--- config.mk ---
export PLATFORM = sky130hd
export DESIGN_NAME = ncl_sync_bridge_flat
export DESIGN_NICKNAME = d
export VERILOG_FILES = /design/src/rtl/ncl_sync_bridge_if.sv /design/src/rtl/ncl_sync_bridge.sv /design/src/flat_wrapper.sv
export SDC_FILE = /design/constraint.sdc
export NUM_CORES = 1
export LEC_CHECK = 0
export BUFFER_PORTS_ARGS = -buffer_cell sky130_fd_sc_hd__buf_2
export CORE_UTILIZATION = 47
export CTS_CLUSTER_SIZE = 30
export DETAILED_ROUTE_END_ITERATION = 6
export PLACE_DENSITY_LB_ADDON = 0.3
export SLEW_MARGIN = 0
export SYNTH_ARGS = -nofsm -noshare
export SYNTH_HDL_FRONTEND = slang
export SYNTH_SLANG_ARGS = --single-unit
--- constraint.sdc ---
create_clock -name i_clk -period 1.5 [get_ports i_clk]
set_input_delay 0.225 -clock i_clk [delete_from_list [all_inputs] [get_ports i_clk]]
set_output_delay 0.225 -clock i_clk [all_outputs]
set_load 0.05 [all_outputs]
--- src/rtl/ncl_sync_bridge_if.sv ---
// -----------------------------------------------------------------------------
// ncl_sync_bridge_if
// Bundles every signal between ncl_sync_bridge and its surroundings:
//   - synchronous input stream   : s_valid, s_ready, s_data[IN_W]
//   - dual-rail side to NCL block: f_in/t_in[IN_W], ackout, f_out/t_out[OUT_W], ackin
//   - synchronous result stream  : m_valid, m_ready, m_data[OUT_W]
//   - status                     : err[1:0]
// Modports:
//   slave  - the bridge itself
//   master - the environment around the bridge (stream source/sink and NCL block)
// -----------------------------------------------------------------------------
interface ncl_sync_bridge_if #(
   parameter int IN_W  = 2,
   parameter int OUT_W = 8
);
   logic             s_valid;
   logic             s_ready;
   logic [IN_W-1:0]  s_data;
   logic [IN_W-1:0]  f_in;
   logic [IN_W-1:0]  t_in;
   logic             ackout;
   logic [OUT_W-1:0] f_out;
   logic [OUT_W-1:0] t_out;
   logic             ackin;
   logic             m_valid;
   logic             m_ready;
   logic [OUT_W-1:0] m_data;
   logic [1:0]       err;

   modport slave (
      input  s_valid, s_data, ackout, f_out, t_out, m_ready,
      output s_ready, f_in, t_in, ackin, m_valid, m_data, err
   );

   modport master (
      output s_valid, s_data, ackout, f_out, t_out, m_ready,
      input  s_ready, f_in, t_in, ackin, m_valid, m_data, err
   );
endinterface

--- src/rtl/ncl_sync_bridge.sv ---
// -----------------------------------------------------------------------------
// ncl_sync_bridge
// Clocked master for one dual-rail NCL block. A synchronous valid/ready word is
// launched as a DATA wavefront on t_in/f_in, returned to NULL once the block
// drops ackout, and the next word is only taken after ackout rises again.
// The block's dual-rail outputs are synchronized, completion is detected
// (all DATA / all NULL, each confirmed on two consecutive samples), ackin is
// driven back and the true rails are presented as a valid/ready result word.
//
// Ports:
//   i_clk  - system clock, rising edge
//   reset  - asynchronous, active-low reset
//   bus    - ncl_sync_bridge_if.slave (s_* input stream, NCL rails and
//            acknowledges, m_* result stream, err[1:0])
//
// err[0]: illegal rail pair seen (sticky until reset)
// err[1]: watchdog timeout (sticky), only with `NCL_TIMEOUT_EN defined;
//         tied to 0 otherwise.
// Optional feature macro: NCL_TIMEOUT_EN
// -----------------------------------------------------------------------------
module ncl_sync_bridge #(
   parameter int IN_W        = 2,
   parameter int OUT_W       = 8,
   parameter int SYNC_STAGES = 2,
   parameter int TIMEOUT     = 1024
) (
   input logic                i_clk,
   input logic                reset,
   ncl_sync_bridge_if.slave   bus
);

   localparam bit PARAMS_OK = (SYNC_STAGES >= 2) && (SYNC_STAGES <= 4) &&
                              (TIMEOUT >= 1) && (TIMEOUT <= 65535);

   generate
      if (!PARAMS_OK) begin : g_param_check
         $error("ncl_sync_bridge: SYNC_STAGES must be 2..4 and TIMEOUT 1..65535");
      end
   endgenerate

   typedef enum logic [1:0] {
      TX_IDLE = 2'd0,
      TX_DATA = 2'd1,
      TX_NULL = 2'd2
   } tx_state_t;

   typedef enum logic {
      RX_WAIT_DATA = 1'b0,
      RX_WAIT_NULL = 1'b1
   } rx_state_t;

   // ---------------------------------------------------------------------------
   // Stage: synchronizers for the asynchronous NCL-side inputs
   // ---------------------------------------------------------------------------
   logic [SYNC_STAGES-1:0] ackout_sync;
   logic [OUT_W-1:0]       t_sync [SYNC_STAGES];
   logic [OUT_W-1:0]       f_sync [SYNC_STAGES];
   logic                   ackout_s;
   logic                   ackout_s_next;
   logic [OUT_W-1:0]       t_s;
   logic [OUT_W-1:0]       f_s;

   always_ff @(posedge i_clk or negedge reset) begin
      if (!reset) begin
         ackout_sync <= '0;
         for (int i = 0; i < SYNC_STAGES; i++) begin
            t_sync[i] <= '0;
            f_sync[i] <= '0;
         end
      end else begin
         ackout_sync <= {ackout_sync[SYNC_STAGES-2:0], bus.ackout};
         t_sync[0]   <= bus.t_out;
         f_sync[0]   <= bus.f_out;
         for (int i = 1; i < SYNC_STAGES; i++) begin
            t_sync[i] <= t_sync[i-1];
            f_sync[i] <= f_sync[i-1];
         end
      end
   end

   assign ackout_s      = ackout_sync[SYNC_STAGES-1];
   // Value ackout_s will take after the next edge; lets s_ready be a flop
   // while still tracking ackout_s with no extra cycle of delay.
   assign ackout_s_next = ackout_sync[SYNC_STAGES-2];
   assign t_s           = t_sync[SYNC_STAGES-1];
   assign f_s           = f_sync[SYNC_STAGES-1];

   // ---------------------------------------------------------------------------
   // Stage: TX FSM - input stream to DATA/NULL wavefronts
   // ---------------------------------------------------------------------------
   tx_state_t       tx_state;
   tx_state_t       tx_next;
   logic [IN_W-1:0] t_in_q;
   logic [IN_W-1:0] f_in_q;
   logic [IN_W-1:0] t_in_d;
   logic [IN_W-1:0] f_in_d;
   logic            s_ready_q;
   logic            s_ready_d;
   logic            tx_accept;

   assign tx_accept = bus.s_valid & s_ready_q;

   always_ff @(posedge i_clk or negedge reset) begin
      if (!reset) begin
         tx_state  <= TX_IDLE;
         t_in_q    <= '0;
         f_in_q    <= '0;
         s_ready_q <= 1'b0;
      end else begin
         tx_state  <= tx_next;
         t_in_q    <= t_in_d;
         f_in_q    <= f_in_d;
         s_ready_q <= s_ready_d;
      end
   end

   always_comb begin
      tx_next = tx_state;
      t_in_d  = t_in_q;
      f_in_d  = f_in_q;
      case (tx_state)
         TX_IDLE: begin
            if (tx_accept) begin
               tx_next = TX_DATA;
               t_in_d  = bus.s_data;
               f_in_d  = ~bus.s_data;
            end
         end
         TX_DATA: begin
            if (!ackout_s) begin
               tx_next = TX_NULL;
            end
         end
         TX_NULL: begin
            if (ackout_s) begin
               tx_next = TX_IDLE;
            end
         end
         default: begin
            tx_next = TX_IDLE;
         end
      endcase
      // Rails carry the latched word only while in TX_DATA; NULL otherwise.
      if (tx_next != TX_DATA) begin
         t_in_d = '0;
         f_in_d = '0;
      end
      s_ready_d = (tx_next == TX_IDLE) & ackout_s_next;
   end

   // ---------------------------------------------------------------------------
   // Stage: completion detection with two-sample skew filter
   // ---------------------------------------------------------------------------
   logic             illegal_now;
   logic             all_data_now;
   logic             all_null_now;
   logic             all_data_prev;
   logic             all_null_prev;
   logic             data_seen;
   logic             null_seen;
   logic             err_illegal;
   logic             err_timeout;

   assign illegal_now  = |(t_s & f_s);
   assign all_data_now = (&(t_s | f_s)) & ~illegal_now;
   assign all_null_now = ~|(t_s | f_s);
   assign data_seen    = all_data_now & all_data_prev;
   assign null_seen    = all_null_now & all_null_prev;

   always_ff @(posedge i_clk or negedge reset) begin
      if (!reset) begin
         all_data_prev <= 1'b0;
         all_null_prev <= 1'b0;
         err_illegal   <= 1'b0;
      end else begin
         all_data_prev <= all_data_now;
         all_null_prev <= all_null_now;
         if (illegal_now) begin
            err_illegal <= 1'b1;
         end
      end
   end

   // ---------------------------------------------------------------------------
   // Stage: RX FSM - capture, ackin and result handshake
   // ---------------------------------------------------------------------------
   rx_state_t        rx_state;
   rx_state_t        rx_next;
   logic             ackin_q;
   logic             ackin_d;
   logic             capture;
   logic             slot_free;
   logic             m_valid_q;
   logic [OUT_W-1:0] m_data_q;

   assign slot_free = ~m_valid_q | bus.m_ready;

   always_ff @(posedge i_clk or negedge reset) begin
      if (!reset) begin
         rx_state <= RX_WAIT_DATA;
         ackin_q  <= 1'b1;
      end else begin
         rx_state <= rx_next;
         ackin_q  <= ackin_d;
      end
   end

   always_comb begin
      rx_next = rx_state;
      capture = 1'b0;
      case (rx_state)
         RX_WAIT_DATA: begin
            // Holding ackin high while the slot is busy stalls the NCL block.
            if (data_seen && slot_free) begin
               capture = 1'b1;
               rx_next = RX_WAIT_NULL;
            end
         end
         RX_WAIT_NULL: begin
            if (null_seen) begin
               rx_next = RX_WAIT_DATA;
            end
         end
         default: begin
            rx_next = RX_WAIT_DATA;
         end
      endcase
      ackin_d = (rx_next == RX_WAIT_DATA);
   end

   always_ff @(posedge i_clk or negedge reset) begin
      if (!reset) begin
         m_valid_q <= 1'b0;
         m_data_q  <= '0;
      end else begin
         // A new capture takes priority over the consumer draining the slot.
         if (capture) begin
            m_valid_q <= 1'b1;
            m_data_q  <= t_s;
         end else if (m_valid_q && bus.m_ready) begin
            m_valid_q <= 1'b0;
         end
      end
   end

   // ---------------------------------------------------------------------------
   // Stage: optional watchdog
   // ---------------------------------------------------------------------------
`ifdef NCL_TIMEOUT_EN
   localparam logic [15:0] TIMEOUT_LIM = 16'(TIMEOUT - 1);

   logic [15:0] wd_cnt;
   logic        wd_active;
   logic        state_change;

   assign wd_active    = (tx_state == TX_DATA) || (tx_state == TX_NULL) ||
                         (rx_state == RX_WAIT_NULL);
   assign state_change = (tx_next != tx_state) || (rx_next != rx_state);

   always_ff @(posedge i_clk or negedge reset) begin
      if (!reset) begin
         wd_cnt      <= '0;
         err_timeout <= 1'b0;
      end else begin
         if (state_change || !wd_active) begin
            wd_cnt <= '0;
         end else if (wd_cnt != 16'hFFFF) begin
            wd_cnt <= wd_cnt + 16'd1;
         end
         // Flag only; both FSMs keep waiting for the block.
         if (wd_active && !state_change && (wd_cnt == TIMEOUT_LIM)) begin
            err_timeout <= 1'b1;
         end
      end
   end
`else
   assign err_timeout = 1'b0;
`endif

   assign bus.s_ready = s_ready_q;
   assign bus.t_in    = t_in_q;
   assign bus.f_in    = f_in_q;
   assign bus.ackin   = ackin_q;
   assign bus.m_valid = m_valid_q;
   assign bus.m_data  = m_data_q;
   assign bus.err     = {err_timeout, err_illegal};

endmodule

--- src/flat_wrapper.sv ---
// flat-port wrapper written by rule: the top's interface ports become plain ports
module ncl_sync_bridge_flat 
#(
   parameter int IN_W        = 2,
   parameter int OUT_W       = 8,
   parameter int SYNC_STAGES = 2,
   parameter int TIMEOUT     = 1024
)
  (i_clk, reset, bus_s_valid, bus_s_data, bus_ackout, bus_f_out, bus_t_out, bus_m_ready, bus_s_ready, bus_f_in, bus_t_in, bus_ackin, bus_m_valid, bus_m_data, bus_err);
  ncl_sync_bridge_if #(.IN_W(IN_W), .OUT_W(OUT_W)) bus_i ();
  input logic i_clk;
  input logic reset;
  input wire logic [$bits(bus_i.s_valid)-1:0] bus_s_valid;
  input wire logic [$bits(bus_i.s_data)-1:0] bus_s_data;
  input wire logic [$bits(bus_i.ackout)-1:0] bus_ackout;
  input wire logic [$bits(bus_i.f_out)-1:0] bus_f_out;
  input wire logic [$bits(bus_i.t_out)-1:0] bus_t_out;
  input wire logic [$bits(bus_i.m_ready)-1:0] bus_m_ready;
  output wire logic [$bits(bus_i.s_ready)-1:0] bus_s_ready;
  output wire logic [$bits(bus_i.f_in)-1:0] bus_f_in;
  output wire logic [$bits(bus_i.t_in)-1:0] bus_t_in;
  output wire logic [$bits(bus_i.ackin)-1:0] bus_ackin;
  output wire logic [$bits(bus_i.m_valid)-1:0] bus_m_valid;
  output wire logic [$bits(bus_i.m_data)-1:0] bus_m_data;
  output wire logic [$bits(bus_i.err)-1:0] bus_err;
  assign bus_i.s_valid = bus_s_valid;
  assign bus_i.s_data = bus_s_data;
  assign bus_i.ackout = bus_ackout;
  assign bus_i.f_out = bus_f_out;
  assign bus_i.t_out = bus_t_out;
  assign bus_i.m_ready = bus_m_ready;
  assign bus_s_ready = bus_i.s_ready;
  assign bus_f_in = bus_i.f_in;
  assign bus_t_in = bus_i.t_in;
  assign bus_ackin = bus_i.ackin;
  assign bus_m_valid = bus_i.m_valid;
  assign bus_m_data = bus_i.m_data;
  assign bus_err = bus_i.err;
  ncl_sync_bridge #(.IN_W(IN_W), .OUT_W(OUT_W), .SYNC_STAGES(SYNC_STAGES), .TIMEOUT(TIMEOUT)) u_core (.i_clk(i_clk), .reset(reset), .bus(bus_i));
endmodule
Yosys cells after proc, flatten, opt, wreduce, memory -nomap -nowiden:

Index checks and enable logic that the tools add are counted.
W data, S select, Z words.

* register bits: 55
* latch bits: 0
* RAM bits: 0
* memory bits (read-only): 0
* input port bits: 23
* output and inout port bits: 17
* memories: 0

* add/sub/neg operators: 0
* multiply operators: 0
* div/mod/pow operators: 0
* order comparisons: 0
* eq/ne operators: 3
* shift operators: 0
* muxes and demuxes: 16
* bitwise logic cells: 13
* reduce and logical (&&, ||, !) cells: 12

Operators with widths (count)
* $mux W2: 9
* $reduce_or A8 Y1: 2
* $and A8 B8 Y8: 1
* $or A8 B8 Y8: 1
* $reduce_and A8 Y1: 1
* $pmux W2 S3: 1
* $reduce_bool A2 Y1: 3
* $and A1 B1 Y1: 5
* $mux W1: 5
* $logic_not A2 Y1: 2
* $not A1 Y1: 4
* $eq A2 B1 Y1 const B: 1
* $eq A2 B2 Y1 const B: 1
* $logic_and A1 B1 Y1: 2
* $ne A2 B1 Y1 const B: 1
* $not A2 Y2: 1
* $pmux W1 S2: 1
* $reduce_and A2 Y1: 1
* $logic_not A1 Y1: 1
* $or A1 B1 Y1: 1

Logic depth before layout (Yosys ltp):

Gate-level depths: netlist of run 1.

* word-level depth: 9
* depth in mapped cells: 5
* depth with buffers taken out: 4

Worst setup path before layout of run 1:

Ideal clock, no wire load.

* path type: reg-to-reg
* start point: register u_core.m_valid_q, in the netlist u_core.bus.m_valid
* end point: register u_core.m_data_q[0], in the netlist u_core.bus.m_data[0]
* arrival: 1.551 ns
* slack: -0.177 ns
* stages on the path, launching flop included: 6
* buffers on the path: 1
* period minus slack after synthesis: 1.677 ns
* cell sequence: dfrtp_1 > nor2b_1 > nor3b_2 > nand4b_4 > buf_6 > mux2_4

* longest elaborated chain between the ends: 5

RTL lines
* start, declared: RTL line ncl_sync_bridge.sv:193 `logic m_valid_q;`
* start signal, assigned: RTL line ncl_sync_bridge.sv:233 `m_valid_q <= 1'b0;`
* start signal, assigned: RTL line ncl_sync_bridge.sv:238 `m_valid_q <= 1'b1;`
* start signal, assigned: RTL line ncl_sync_bridge.sv:241 `m_valid_q <= 1'b0;`
* $not A1 Y1: RTL line ncl_sync_bridge.sv:196 `assign slot_free = ~m_valid_q | bus.m_ready;`
* $or A1 B1 Y1: RTL line ncl_sync_bridge.sv:196
* $logic_and A1 B1 Y1: RTL line ncl_sync_bridge.sv:214 `if (data_seen && slot_free) begin`
* $mux W1: RTL line ncl_sync_bridge.sv:214
* $mux W1: RTL line ncl_sync_bridge.sv:211 `case (rx_state)`
* end signal, assigned: RTL line ncl_sync_bridge.sv:239 `m_data_q <= t_s;`
* end, declared: RTL line ncl_sync_bridge.sv:194 `logic [OUT_W-1:0] m_data_q;`

No other way between the ends.
A chain may end at the register's enable or synchronous reset.

Worst setup path after layout of run 1:

* start point: register u_core.t_sync, in the netlist u_core.t_s[6]
* end point: register u_core.m_data_q[7], in the netlist u_core.bus.m_data[7]

* longest elaborated chain between the ends: 8
* elaborated cells between the ends (all ways): 10
* those cells by class: mux: 2; bitwise: 5; reduce/logical: 3

RTL lines
* start, declared: RTL line ncl_sync_bridge.sv:56 `logic [OUT_W-1:0] t_sync [SYNC_STAGES];`
* start signal, assigned by index: RTL line ncl_sync_bridge.sv:75 `t_sync[i] <= t_sync[i-1];`
* $and A8 B8 Y8: RTL line ncl_sync_bridge.sv:164 `assign illegal_now = |(t_s & f_s);`
* $reduce_or A8 Y1: RTL line ncl_sync_bridge.sv:164
* $not A1 Y1: RTL line ncl_sync_bridge.sv:165 `assign all_data_now = (&(t_s | f_s)) & ~illegal_now;`
* $and A1 B1 Y1 *: RTL line ncl_sync_bridge.sv:165
* $and A1 B1 Y1 *: RTL line ncl_sync_bridge.sv:167 `assign data_seen = all_data_now & all_data_prev;`
* $logic_and A1 B1 Y1 *: RTL line ncl_sync_bridge.sv:214
* $mux W1 *: RTL line ncl_sync_bridge.sv:214
* $mux W1 *: RTL line ncl_sync_bridge.sv:211

Every way passes the cells marked *; elsewhere a longest branch is shown, timed or not.

==> results of run 1 <==
## sequential cells by signal, indices dropped and copies added (netlist names), 2 cells and up
| register | count |
|---|---|
| u_core.bus.m_data | 8 |
| u_core.f_s | 8 |
| u_core.f_sync | 8 |
| u_core.t_s | 8 |
| u_core.t_sync | 8 |
| u_core.ackout_sync | 2 |
| u_core.bus.f_in | 2 |
| u_core.bus.t_in | 2 |
| u_core.tx_state | 2 |
## cell families after synthesis
kind of cell           Yosys count  synth area share (%)
flip-flops                      55                  76.5
AND/OR/NAND/NOR                 27                  9.10
AO/OA/AOI/OAI                   15                  5.83
multiplexers                     8                  6.46
buffers and inverters            3                  1.46
XOR/XNOR                         1                 0.486
other                            1                 0.208
## layer usage
metal  vias up  global-route usage, %
met1       523                   17.9
met4         0                   8.52
li1        496                      -
met2        31                   29.0
met3         9                   6.25
met5         -                      0
## critical path, delay by kind of cell, from the launching register on
| family | cells | cell delay [ns] |
|---|---|---|
| and+or+nand+nor | 2 | 0.46 |
| DFF | 1 | 0.43 |
| muxes | 1 | 0.34 |
| AOI/OAI and AO/OA | 1 | 0.20 |
## metrics by stage
stage / hold slack [ns] / TNS (ns) / std cells / util [%] / setup slack (ns)
2_1_floorplan: -0.0706 / -0.508 / 110 / - / -0.0726
3_3_place_gp: 0.231 / -0.116 / 195 / 56.3 / -0.0168
3_5_place_dp: 0.240 / -0.362 / 195 / 56.3 / -0.0514
4_1_cts: 0.00638 / -0.0957 / 210 / 61.7 / -0.0219
5_1_grt: 0.0000865 / -0.639 / 214 / 63.2 / -0.109
6_report: 0.0185 / -0.152 / 214 / 63.2 / -0.0325
## where the power goes
group          internal, µW  switching, µW
logic                   152            326
clock network           497            450
registers              1600           83.6
total                  2250            859
## Yosys cell counts, types with 2 or more instances
| master | number |
|---|---|
| mux2_4 | 7 |
| a22oi_1 | 4 |
| o21ai_0 | 2 |
| o22ai_1 | 4 |
| nand2_1 | 7 |
| nor4_1 | 4 |
| buf_4 | 2 |
| nor2_1 | 7 |
| dfrtp_1 | 54 |
| a22o_1 | 2 |
## final cells by class
class / instances / area share (%)
Sequential cell: 55 / 59.6
Timing Repair Buffer: 50 / 13.0
Clock inverter: 3 / 1.89
Tap cell: 48 / 2.60
Clock buffer: 5 / 2.98
Multi-Input combinational cell: 53 / 19.9
## worst paths after layout
kind	from	endpoint	slack, ns	cells past startpoint
max in group asynchronous	reset	u_core.bus.ackin	0.80	3
hold reg to reg	u_core.f_sync[14]	u_core.f_s[6]	0.35	0
setup reg to reg	u_core.t_s[6]	u_core.bus.m_data[7]	-0.03	4
setup / recovery	u_core.t_s[6]	u_core.bus.m_data[7]	-0.03	4
min in group asynchronous	reset	u_core.bus.m_data[1]	0.43	3
hold / removal	bus_t_out[0]	u_core.t_sync[8]	0.02	1
## timing repair
| action | CTS | global route |
|---|---|---|
| endpoints found under the hold margin | 54 | 2 |
| setup buffers | 5 | 2 |
| cloned | 1 | 0 |
| endpoints found under the setup margin | 8 | 10 |
| gates resized for setup | 4 | 4 |
| hold buffers | 1 | 2 |
| pin swaps | 2 | 2 |
==> flow_summary.toml, run 1 <==
[run_status]
outcome = "complete, but fails checks"
violations = "negative setup slack"

[clock_tree]
cts_tree = "yes"
h-tree-depth = 2
clk_latency_ns = 0.30
clk_path_buf_depth = 2
numCtsBuffers = 5
cts_root_buf = "clkbuf_8"
cts.sinks = 55
clkTransAtPathRegs_ns = 0.09

[route]
ant_nets = 0
routedLengthMet1_um = 1130
via_per_inst = 4.95
top_layer = "met4"
routed_wl_um = 2890
drt_drc_violations_left = 0
dr.first_iter.drc_count = 37
avgRoutedWirePerCell_um = 13.5
met2WireLength_um = 1540
drt_pass1_iterations = 3
vias = 1059
dr_wl_met3_um = 149

[final_layout]
mostFrequentLayoutCell = "dfrtp_1"
nFillCells = 282
stdcell_area_um2 = 2310
n_antenna_cell = 0
drive_above_1_share_pct = 46.4
area_growth_syn_to_layout_pct = 28.3
register_area_um2 = 1380
final_cell_mix = "dfrtp_1, buf_2, buf_4"
multi_input_area_um2 = 460
finalNetCount = 188

[global_routing]
grt_antenna_before_repair = 0
grt_pass1_wl_um = 4920
grt_overflow = 0
grt_pass1_vias = 1114
grt_max_degree = 56
grt_use_total_pct = 16.8

[timing]
rsz0062_at_grt = "true"
setup_viol = 5
clock_skew_ns = 0.00280
drv_slew = 0
period_share_pct = 102
period_minus_slack_ns = 1.53
setup_ws_ns = -0.0325
max_freq_mhz = 653
hold_violations = 0

[floorplan]
rows = 22
dieWidth_um = 63.9
start_util_pct = 49.2
core-area_um2 = 3660
design.die.area_um2 = 4090
ioPinCount = 40
dieHeight_um = 63.9

[logic_synthesis]
syn-cell-area_um2 = 1800
netlist.area_leader.share_pct = 75.0
yosys_warnings = 0
synth-seq-cells = 55
ys_types = 27
yosys.area.top_type = "dfrtp_1"
synth_seq_area_share_pct = 76.5
synth.avg_cell_area_um2 = 16.4
synth_ff_type = "dfrtp_1"
synthCells = 110
async_flop_share_pct = 100
synth_area_leaders = "dfrtp_1, mux2_4, a22oi_1"
syn-num-nets = 133
synth_edf_count = 0

[placement]
port_buffers = 38
place_hpwl_um = 1900
gp_congestion = 0.757
placed_cell_area_um2 = 2060

[hold_path]
hold_path.class = "primary input to register"

[worst_setup_path]
crit_arrival_ns = 1.73
critPathMaxFanout = 5
cp-start-kind = "register"
critical_path_class = "register to register"
critical_path_required_ns = 1.70
crit_slowest_cell = "dfrtp_1"
end_kind = "register"
path_cells = "a22oi_2 > nand4_1 > nand4b_4 > mux2_4"
max_stage_delay_ns = 0.43

[power_and_ir_drop]
power_uw = 3110
power_density_nw_per_um2 = 1350
max-vdd-ir-drop_v = 0.00113
p_leak_uw = 0.00117

[flow_run]
drv_cap = 0
No activity file was read; power rests on OpenSTA's default activity.
==> run 2, diff against run 1 <==
- CORE_UTILIZATION: 47 -> 30
- REMOVE_ABC_BUFFERS: default -> 1
==> run 2 against run 1 <==
Compared with the run above:
- power down 1.8%
- design area up 7.8%
- wire length up 15%
- die area up 55%
- the run still ends with negative setup slack left
- critical endpoint unchanged
==> flow_summary.toml, run 2 (same netlist as run 1, synthesis figures left out) <==
[final_layout]
drive_above_1_share_pct = 43.2
n_antenna_cell = 0
finalNonFillerCells = 257
final_cell_mix = "dfrtp_1, buf_2, dlygate4sd3_1"
nFillCells = 517
area_growth_syn_to_layout_pct = 38.4
finalNetCount = 207
mostFrequentLayoutCell = "dfrtp_1"

[floorplan]
dieHeight_um = 79.5
design.die.area_um2 = 6320
core-area_um2 = 5640
dieWidth_um = 79.5
rows = 27
ioPinCount = 40
start_util_pct = 31.9

[placement]
gp_congestion = 0.775
dp_slack_ns = -0.0824
place_hpwl_um = 2230
placed_cells = 221
port_buffers = 38

[route]
ant_nets = 0
drt_drc_violations_left = 0
via_per_inst = 4.38
routed_wl_um = 3320
dr.first_iter.drc_count = 28
avgRoutedWirePerCell_um = 12.9
vias = 1126
drt_pass1_iterations = 4

[global_routing]
grt_overflow = 0
grt_use_total_pct = 11.6
grt_pass1_vias = 1153
grt_pass1_wl_um = 5410
grt_antenna_before_repair = 0
grt_max_degree = 31

[clock_tree]
cts.sinks = 55
clk_path_buf_depth = 2
h-tree-depth = 2
clk_latency_ns = 0.31
cts_root_buf = "clkbuf_8"
numCtsBuffers = 5
clkTransAtPathRegs_ns = 0.10
cts_tree = "yes"

[timing]
drv_slew = 0
max_freq_mhz = 650
setup_viol = 9
tns_ns = -0.0934
rsz0062_at_grt = "true"
period_share_pct = 103
setup_ws_ns = -0.0389
period_minus_slack_ns = 1.54
hold_violations = 0
fin_hold_ws_ns = 0.0307
clock_skew_ns = 0.0129

[worst_setup_path]
r2r_setup_slack_ns = -0.04
r2r-end = "u_core.bus.m_data[7]"
critical_path_required_ns = 1.70
critPathMaxFanout = 4
end_kind = "register"
cp-start-kind = "register"
reg2regPathDepth = 5
critical_path_class = "register to register"
reg2reg_from = "u_core.f_s[2]"
crit_arrival_ns = 1.74

[run_status]
violations = "negative setup slack"
outcome = "complete, but fails checks"

[hold_path]
holdPathStages = 1
min_from = "bus_t_out[0]"
hold_path.class = "primary input to register"
hold_path_end = "u_core.t_sync[8]"

[power_and_ir_drop]
max-vdd-ir-drop_v = 0.000784
p_leak_uw = 0.00125
power_density_nw_per_um2 = 1220

[flow_run]
drv_cap = 0
## run 2: worst max path at each step
| stage | cells past startpoint | end | slack, ns | startpoint |
|---|---|---|---|---|
| 5_1_grt | 5 | u_core.bus.m_data[7] | -0.13 | u_core.t_s[6] |
| 4_1_cts | 4 | u_core.bus.m_data[2] | -0.04 | u_core.t_s[0] |
| 3_3_place_gp | 4 | u_core.bus.m_data[2] | -0.04 | u_core.t_s[0] |
| 6_report | 5 | u_core.bus.m_data[7] | -0.04 | u_core.f_s[2] |
| 3_5_place_dp | 4 | u_core.bus.m_data[5] | -0.08 | u_core.t_s[0] |
| 2_1_floorplan | 4 | u_core.bus.m_data[0] | -0.18 | u_core.bus.m_valid |
## run 2: worst max-delay path: stages (launching register included)
cell	delay [ns]
dfrtp_1	0.42
a22oi_1	0.20
nand4_1	0.14
buf_4	0.16
nand4b_4	0.18
mux2_4	0.31
## run 2: power breakdown
group	switching (µW)	internal [µW]	total, µW
combinational	334	181	515
clock	500	353	853
sequential	83.1	1600	1690
total	917	2140	3050
## run 2: per-stage QoR
| step | utilization (%) | area [µm²] | power [µW] |
|---|---|---|---|
| final | 44.2 | 2490 | 3050 |
| after detailed placement | 37.2 | 2100 | 2160 |
| after CTS | 40.4 | 2280 | 3050 |
| after floorplan | - | 1780 | 2000 |
| after global routing | 44.2 | 2490 | 3230 |
| after global placement | 37.2 | 2100 | 2140 |
## run 2: layout make-up
cell class | count | area, µm² | area share [%]
Sequential cell | 55 | 1380 | 55.3
Tap cell | 72 | 90.1 | 3.61
Multi-Input combinational cell | 53 | 449 | 18.0
Clock inverter | 3 | 28.8 | 1.15
Timing Repair Buffer | 69 | 478 | 19.2
Clock buffer | 5 | 68.8 | 2.76
## run 2: routing by layer
layer / vias to the layer above / GRT usage (%) / routed length [µm]
li1: 532 / - / -
met1: 556 / 13.5 / 1360
met2: 33 / 18.0 / 1710
met3: 5 / 5.49 / 203
met4: 0 / 5.45 / 52
met5: - / 0 / 0
## run 2: repair_timing
action | 4_1_cts | 5_1_grt
buffers inserted | 1 | 9
hold buffers | 5 | 12
gates resized for setup | 3 | 5
gates cloned | 1 | 0
endpoints found under the setup margin | 8 | 11
endpoints found under the hold margin | 16 | 12
pin swaps | 4 | 5
==> run 3, diff against run 2 <==
- BUFFER_PORTS_ARGS: -buffer_cell sky130_fd_sc_hd__buf_2 -> default
- DONT_BUFFER_PORTS: default -> 1
==> run 3 against run 2 <==
Compared with the run above:
- the run ends with negative hold slack, negative setup slack left
- worst hold slack lost 0.42 ns
- global-route usage shrank 0.98 points
- sequential power grew 7%
- die area is the same
- clock skew shrank 0.0052 ns
- sequential share of layout area grew 4.5 points
- non-clock buffer count shrank 34
- wire length shrank 9.5%
==> flow_summary.toml, run 3 (same netlist as run 1, synthesis figures left out) <==
[global_routing]
grt_use_total_pct = 10.7
grt_max_degree = 56
grt_antenna_before_repair = 0
grt_pass1_wl_um = 4980
grt_pass1_vias = 1094
grt_overflow = 0

[worst_setup_path]
critical_path_class = "register to register"
crit_slowest_cell = "dfrtp_1"
r2r-end = "u_core.bus.m_data[7]"
max_stage_delay_ns = 0.42
critical_path_required_ns = 1.69
cp-start-kind = "register"
path_cells = "a22oi_2 > nand4_1 > nand4b_4 > mux2_4"
crit_family = "simple AND/OR/NAND/NOR gates"
reg2reg_from = "u_core.f_s[0]"
reg2regPathDepth = 4
critPathMaxFanout = 5
crit_arrival_ns = 1.71
crit_cells = 4
r2r_setup_slack_ns = -0.02
critPathBufInv = 0
end_kind = "register"

[timing]
tns_ns = -0.0870
hold_violations = 55
max_freq_mhz = 657
fin_hold_ws_ns = -0.393
clock_skew_ns = 0.00770
drv_slew = 0
setup_viol = 5
period_share_pct = 101
setup_ws_ns = -0.0218
period_minus_slack_ns = 1.52
rsz0062_at_grt = "true"

[power_and_ir_drop]
power_uw = 2890
power_density_nw_per_um2 = 1260
max-vdd-ir-drop_v = 0.000696
p_leak_uw = 0.00109

[placement]
port_buffers = 0
gp_congestion = 0.755
place_hpwl_um = 2000
placed_cells = 188

[floorplan]
ioPinCount = 40
dieWidth_um = 79.5
start_util_pct = 31.9
rows = 27
core-area_um2 = 5640
design.die.area_um2 = 6320
dieHeight_um = 79.5

[final_layout]
mostFrequentLayoutCell = "dfrtp_1"
nFillCells = 525
finalNonFillerCells = 222
drive_above_1_share_pct = 28.0
area_growth_syn_to_layout_pct = 27.8
n_antenna_cell = 0
finalNetCount = 173
final_cell_mix = "dfrtp_1, dlygate4sd3_1, buf_4"

[clock_tree]
cts_root_buf = "clkbuf_8"
clkTransAtPathRegs_ns = 0.09
numCtsBuffers = 5
h-tree-depth = 2
hold_buffers = 17
clk_path_buf_depth = 2
cts_tree = "yes"
cts.sinks = 55
clk_latency_ns = 0.30

[route]
drt_pass1_iterations = 4
avgRoutedWirePerCell_um = 13.5
routed_wl_um = 3010
ant_nets = 0
vias = 1005
drt_drc_violations_left = 0
via_per_inst = 4.53
dr.first_iter.drc_count = 59

[run_status]
violations = "negative hold slack, negative setup slack"
outcome = "complete, but fails checks"

[flow_run]
drv_cap = 0

[hold_path]
hold_path.class = "primary input to async pin"
==> run 3: metal layers <==
layer	vias to the layer above	track usage (%)	part of all wire [%]
met5	-	0	0
met4	0	4.36	1.0
met3	4	4.46	7.6
met2	37	17.6	51
met1	502	12.1	41
li1	462	-	-
==> run 3: worst reg2reg max path: cells and delay by family, from the launching register on <==
kind	cells	cell delay [ns]
simple gates	2	0.46
mux	1	0.34
compound gates	1	0.20
flops	1	0.42
==> run 3: repair_timing <==
action	in CTS	in global routing
hold endpoints to repair	72	55
setup buffers	7	2
endpoints found under the setup margin	8	12
pin swaps	4	2
gates cloned	1	0
gates resized for setup	4	4
==> run 3: worst max-delay path by stage <==
| stage | from | to | slack (ns) |
|---|---|---|---|
| global route | u_core.t_s[6] | u_core.bus.m_data[7] | -0.12 |
| detailed placement | u_core.t_s[0] | u_core.bus.m_data[6] | -0.1 |
| finish | u_core.f_s[0] | u_core.bus.m_data[7] | -0.02 |
| global placement | u_core.t_s[0] | u_core.bus.m_data[6] | -0.05 |
| CTS | u_core.t_s[4] | u_core.bus.m_data[6] | -0.03 |
| floorplan | u_core.bus.m_valid | u_core.bus.m_data[0] | -0.18 |
==> run 3: power by group <==
group / total [µW] / leakage (µW) / internal (µW) / switching [µW]
clock network: 779 / 0.0000406 / 326 / 453
logic: 303 / 0.000377 / 141 / 162
registers: 1810 / 0.000676 / 1600 / 211
==> run 3: final cells by class <==
class | count | area (µm²) | area share (%)
sequential | 55 | 1380 | 59.8
multi-input combinational | 53 | 434 | 18.8
timing repair buffer | 35 | 317 | 13.7
tap | 72 | 90.1 | 3.91
clock buffer | 5 | 68.8 | 2.99
clock inverter | 2 | 16.3 | 0.706
==> run 3: stage by stage <==
stage	worst slack, ns	instance area (µm²)	utilization, %
2_1_floorplan	-0.178	1780	-
3_3_place_gp	-0.0491	1930	34.3
3_5_place_dp	-0.0980	1930	34.3
4_1_cts	-0.0331	2270	40.3
5_1_grt	-0.119	2300	40.8
6_report	-0.0218	2300	40.8
